### config.mk
export PLATFORM = sky130hd
export DESIGN_NAME = addsub_rr_arbiter
export DESIGN_NICKNAME = d
export VERILOG_FILES = /design/src/rtl/addsub_rr_arbiter.sv
export SDC_FILE = /design/constraint.sdc
export NUM_CORES = 1
export LEC_CHECK = 0
export CAP_MARGIN = 15
export CORE_UTILIZATION = 50
export DETAILED_ROUTE_END_ITERATION = 12
export PLACE_DENSITY = 0.85
export SYNTH_ARGS = -nofsm -noshare
export SYNTH_HDL_FRONTEND = slang
export SYNTH_SLANG_ARGS = --single-unit
### constraint.sdc
create_clock -name clk -period 4.4 [get_ports clk]
set_clock_uncertainty 0.2 [all_clocks]
set_input_delay 0.66 -clock clk [delete_from_list [all_inputs] [get_ports clk]]
set_output_delay 0.66 -clock clk [all_outputs]
set_load 0.02 [all_outputs]
### src/rtl/addsub_rr_arbiter.sv
// Two-requester round-robin arbiter sharing one add/sub datapath, sequenced IDLE -> EXEC -> RESP.
// Optional signed-overflow outputs rsp0_ovf/rsp1_ovf are enabled by defining ADDSUB_ARB_OVF_EN.
module addsub_rr_arbiter #(
    parameter int WIDTH = 4
) (
    input  logic             clk,
    input  logic             rst_n,
    input  logic             req0_valid,
    output logic             req0_ready,
    input  logic [WIDTH-1:0] req0_a,
    input  logic [WIDTH-1:0] req0_b,
    input  logic             req0_sub,
    input  logic             req1_valid,
    output logic             req1_ready,
    input  logic [WIDTH-1:0] req1_a,
    input  logic [WIDTH-1:0] req1_b,
    input  logic             req1_sub,
    output logic             rsp0_valid,
    input  logic             rsp0_ready,
    output logic [WIDTH-1:0] rsp0_sum,
    output logic             rsp0_cout,
    output logic             rsp1_valid,
    input  logic             rsp1_ready,
    output logic [WIDTH-1:0] rsp1_sum,
    output logic             rsp1_cout
`ifdef ADDSUB_ARB_OVF_EN
    ,
    output logic             rsp0_ovf,
    output logic             rsp1_ovf
`endif
);

    typedef enum logic [1:0] {
        IDLE = 2'd0,
        EXEC = 2'd1,
        RESP = 2'd2
    } state_t;

    state_t           state;
    logic             owner_p0;
    logic             last_grant;
    logic [WIDTH-1:0] a_p0;
    logic [WIDTH-1:0] b_p0;
    logic             sub_p0;
    logic             gnt0;
    logic             gnt1;
    logic [WIDTH:0]   res_p1;
    logic             ovf_p1;

    // Subtraction reuses the adder: invert B and inject the carry-in.
    function automatic logic [WIDTH:0] add_sub(input logic [WIDTH-1:0] a,
                                               input logic [WIDTH-1:0] b,
                                               input logic             sub);
        logic [WIDTH-1:0] b_eff;
        b_eff = b ^ {WIDTH{sub}};
        return {1'b0, a} + {1'b0, b_eff} + {{WIDTH{1'b0}}, sub};
    endfunction

    function automatic logic signed_ovf(input logic signed [WIDTH-1:0] a,
                                        input logic signed [WIDTH-1:0] b,
                                        input logic                    sub,
                                        input logic signed [WIDTH-1:0] sum);
        logic signed [WIDTH-1:0] b_eff;
        b_eff = b ^ {WIDTH{sub}};
        return (a[WIDTH-1] == b_eff[WIDTH-1]) && (sum[WIDTH-1] != a[WIDTH-1]);
    endfunction

    // Contention favours whichever requester was not served last.
    always_comb begin
        gnt0 = req0_valid && (!req1_valid || last_grant);
        gnt1 = req1_valid && (!req0_valid || !last_grant);
    end

    assign req0_ready = (state == IDLE) && gnt0;
    assign req1_ready = (state == IDLE) && gnt1;

    always_comb begin
        res_p1 = add_sub(a_p0, b_p0, sub_p0);
        ovf_p1 = signed_ovf(a_p0, b_p0, sub_p0, res_p1[WIDTH-1:0]);
    end

    always_ff @(posedge clk or negedge rst_n) begin
        if (!rst_n) begin
            state      <= IDLE;
            owner_p0   <= 1'b0;
            last_grant <= 1'b1;
            a_p0       <= '0;
            b_p0       <= '0;
            sub_p0     <= 1'b0;
            rsp0_valid <= 1'b0;
            rsp0_sum   <= '0;
            rsp0_cout  <= 1'b0;
            rsp1_valid <= 1'b0;
            rsp1_sum   <= '0;
            rsp1_cout  <= 1'b0;
`ifdef ADDSUB_ARB_OVF_EN
            rsp0_ovf   <= 1'b0;
            rsp1_ovf   <= 1'b0;
`endif
        end else begin
            case (state)
                // Stage p0: capture the granted request
                IDLE: begin
                    if (gnt0 || gnt1) begin
                        a_p0       <= gnt1 ? req1_a : req0_a;
                        b_p0       <= gnt1 ? req1_b : req0_b;
                        sub_p0     <= gnt1 ? req1_sub : req0_sub;
                        owner_p0   <= gnt1;
                        last_grant <= gnt1;
                        state      <= EXEC;
                    end
                end
                // Stage p1: compute and register into the owner's response
                EXEC: begin
                    if (!owner_p0) begin
                        rsp0_sum   <= res_p1[WIDTH-1:0];
                        rsp0_cout  <= res_p1[WIDTH];
                        rsp0_valid <= 1'b1;
`ifdef ADDSUB_ARB_OVF_EN
                        rsp0_ovf   <= ovf_p1;
`endif
                    end else begin
                        rsp1_sum   <= res_p1[WIDTH-1:0];
                        rsp1_cout  <= res_p1[WIDTH];
                        rsp1_valid <= 1'b1;
`ifdef ADDSUB_ARB_OVF_EN
                        rsp1_ovf   <= ovf_p1;
`endif
                    end
                    state <= RESP;
                end
                // Stage p2: hold the result until the owner takes it
                RESP: begin
                    if (!owner_p0 && rsp0_ready) begin
                        rsp0_valid <= 1'b0;
                        state      <= IDLE;
                    end else if (owner_p0 && rsp1_ready) begin
                        rsp1_valid <= 1'b0;
                        state      <= IDLE;
                    end
                end
                default: state <= IDLE;
            endcase
        end
    end

`ifndef ADDSUB_ARB_OVF_EN
    logic unused_ovf;
    assign unused_ovf = ovf_p1;
`endif

endmodule

==> metrics.md <==
| Metric | Value |
|---|---|
| Via/cell ratio | 5.48 |
| Total iterations of the first detailed-routing run | 4 |
| Number of max-cap violations | 0 |
| I/O Pins | 38 |
| Root Driver | clkbuf_4 |
| Total negative setup slack | 0 ns |
| Post-Synthesis Cells | 111 |
| Ys flop type | dfrtp_1 |
| Final Cycle Share | 73.1% |
| Detailed placer's ending HPWL | 1.98 mm |
| Gr ovfl total | 0 |
| Compound-cell area share of the yosys netlist | 12.9% |
| Ys async rst share | 100% |
| Post-synth EDFFs | 0 |
| DRC errors left | 0 |
| Die area | 2870 µm² |
| Min-delay worst type | reg -> reg |
| # rows | 18 |
| Worst r2r path cells | 5 |
| Slew @ Worst Pin | 0.584 ns |
| Die height | 53.6 µm |
| PwrDens | 758 nW/µm² |
| #FFs+latches synth | 25 |
| Post-Route WL | 2.54 mm |
| Synth Cell Area | 1330 µm² |
| Vias in the first global route | 962 |
| Fin nets | 177 |
| CP Launch Type | input pin |
| Slew Viols, Final | 0 |
| CTS Hold Buffers Added | 0 |
| Warnings, synthesis | 0 |
| GP Congestion | 0.792 |
| Crit path required time | 3.54 ns |
| Post-Syn Nets | 139 |
| PortBufs | 37 |
| Number of fill cells in the layout | 190 |
| Share of cells above drive strength 1 | 18.9% |
| TritonCTS Sinks | 25 |
| Simple-gate share of the synthesized area | 11.7% |
| Worst slew margin | 61.0% |
| Status | finished, final reports clean |
| Layout area overhead | 31.4% |
| Post-synthesis xor/xnor area fraction | 3.29% |
| Fin util | 70.0% |
| VDD IR-drop max | 0.508 mV |
| Largest net degree at the start of global routing | 26 |
| First-pass GRT wire length | 4.18 mm |
| Leak Pwr | 0.727 nW |
| CTS Buffer Depth | 2 |
| Post-route ant nets | 0 |
| Multiplexer area fraction after synthesis | 17.8% |
| Total vias in the final route | 976 |
| Final Hold Fails | 0 |
| All-Layer GR Usage | 20.4% |
| Peak Freq | 311 MHz |
| ANT cells | 0 |
| Antenna violations before repair | 0 |
| Setup Buffers After CTS | 0 |
| Die width | 53.6 µm |
| CP arrival | 2.36 ns |
| Post-synthesis sequential area ratio | 47.1% |
| Worst-skew pair later-pin latency | 0.31 ns |
| Num CTS Buffers | 3 |
| Largest family of logic cells by synthesized area | multiplexers |
| Crit path max fanout | 10 |
| Worst setup path class | in -> out |
| Final WS setup | 1.18 ns |
| CTS-repair resized insts | 0 |
| Mean Syn Cell Area | 12.0 µm² |
| Adder-cell share of the synthesized area | 4.32% |
| Non-Filler Instances | 178 |
| Worst-path clk slew | 0.13 ns |
| RSZ-0062 raised after global routing | no |
| Starting Density | 53.3% |
| Hold Path Cell Cnt | 2 |
| Setup crit end kind | output port |
| Wire length per cell | 14.3 µm |
| Final setup fails | 0 |
| Core Region | 2500 µm² |
| Pwr Total | 0.00133 W |
| Pre-CTS WS | 1.18 ns |
| TritonCTS clock tree | built |
| Initial drt markers | 12 |
| Post-synth cell types | 37 |
| Cell total after placement | 173 |
| Max H-tree Level | 1 |
| Final critical-path required period | 3.22 ns |
[registers in the layout, indices dropped and copies added (netlist names)]
name,flops
a_p0,4
b_p0,4
last_grant,1
owner_p0,1
rsp0_cout,1
rsp0_sum,4
rsp0_valid,1
rsp1_cout,1
rsp1_sum,4
rsp1_valid,1
state,2
sub_p0,1
[layout by cell type, fill, tap and decap left out, drive strengths merged]
cell and instances:
nor3b 1, nand4bb 1, dfstp 1, nand3b 1, clkbuf 4, a21boi 2, a21o 3, a21oi 8
a311o 2, nand4b 1, and3 1, mux2 21, o21ai 3, a22oi 1, nor2 7, o21a 1
and2 1, nand3 3, a31oi 1, o22a 1, nor2b 1, fa 1, inv 2, nor4b 1
or2b 1, ha 3, nor4bb 1, a2bb2oi 1, nand2 3, a2111oi 1, clkdlybuf4s50 37, buf 1
nand4 2, xor2 3, dfrtp 24, xnor2 2
[cell type report]
cell class              instances  area, µm²  area share, %
clock buffers                   4       26.3           1.50
inverters                       2       7.51          0.429
repair buffers                 38        385           22.0
flip-flops and latches         25        627           35.8
multi-input cells              79        666           38.1
well taps                      30       37.5           2.15
[stage by stage]
stage	hold slack, ns	cell area (µm²)
after floorplan	0.164	1330
after global placement	0.261	1710
after detailed placement	0.278	1710
after CTS	0.309	1730
after global routing	0.339	1750
final	0.299	1750
[Yosys cell counts, drive strengths merged (2+ instances only)]
library cell	n	share of area (%)
o21ai	3	1.1
nand3	3	1.1
dfrtp	24	45
xor2	3	2.0
inv	2	0.56
a21boi	2	2.0
ha	3	2.8
xnor2	2	1.3
buf	4	2.1
nor2	7	2.0
nand4	2	0.94
a21oi	8	3.0
a21o	3	1.7
a311o	2	1.5
nand2	3	0.85
mux2	21	18
[power breakdown]
group	internal (W)	switching, W	total, W
Combinational	0.000386	0.000373	0.000758
Sequential	0.000348	0.000117	0.000465
Clock	0.0000355	0.0000665	0.000102
Total	0.000769	0.000556	0.00133
[worst max-delay path: stages]
cell and delay, ns:
clkdlybuf4s50_1 0.54, a21boi_4 0.37, and2_1 0.19, clkdlybuf4s50_1 0.60
[logic make-up after synthesis]
logic type / count (synthesis)
flip-flops: 25
AO/OA/AOI/OAI: 24
XOR/XNOR: 5
buffers and inverters: 7
adder cells (fa/ha/maj): 4
multiplexers: 21
AND/OR/NAND/NOR: 25
[metal layers]
layer / global-route usage, % / up-vias / part of all wire, %
li1: - / 482 / -
met1: 24.2 / 466 / 42
met2: 37.3 / 28 / 54
met3: 6.21 / 0 / 4.3
met4: 2.19 / 0 / 0
met5: 0 / - / 0
[final timing paths]
kind                             from          to  slack [ns]
max                        req1_valid  req1_ready        1.18
min                         rsp1_cout   rsp1_cout        0.30
max reg2reg                    sub_p0   rsp1_cout        2.37
min reg2reg                 rsp1_cout   rsp1_cout        0.30
max in group asynchronous       rst_n     b_p0[1]        3.01
min in group asynchronous       rst_n  rsp1_valid        0.50
Note: power is estimated with default switching activity, not from simulation.
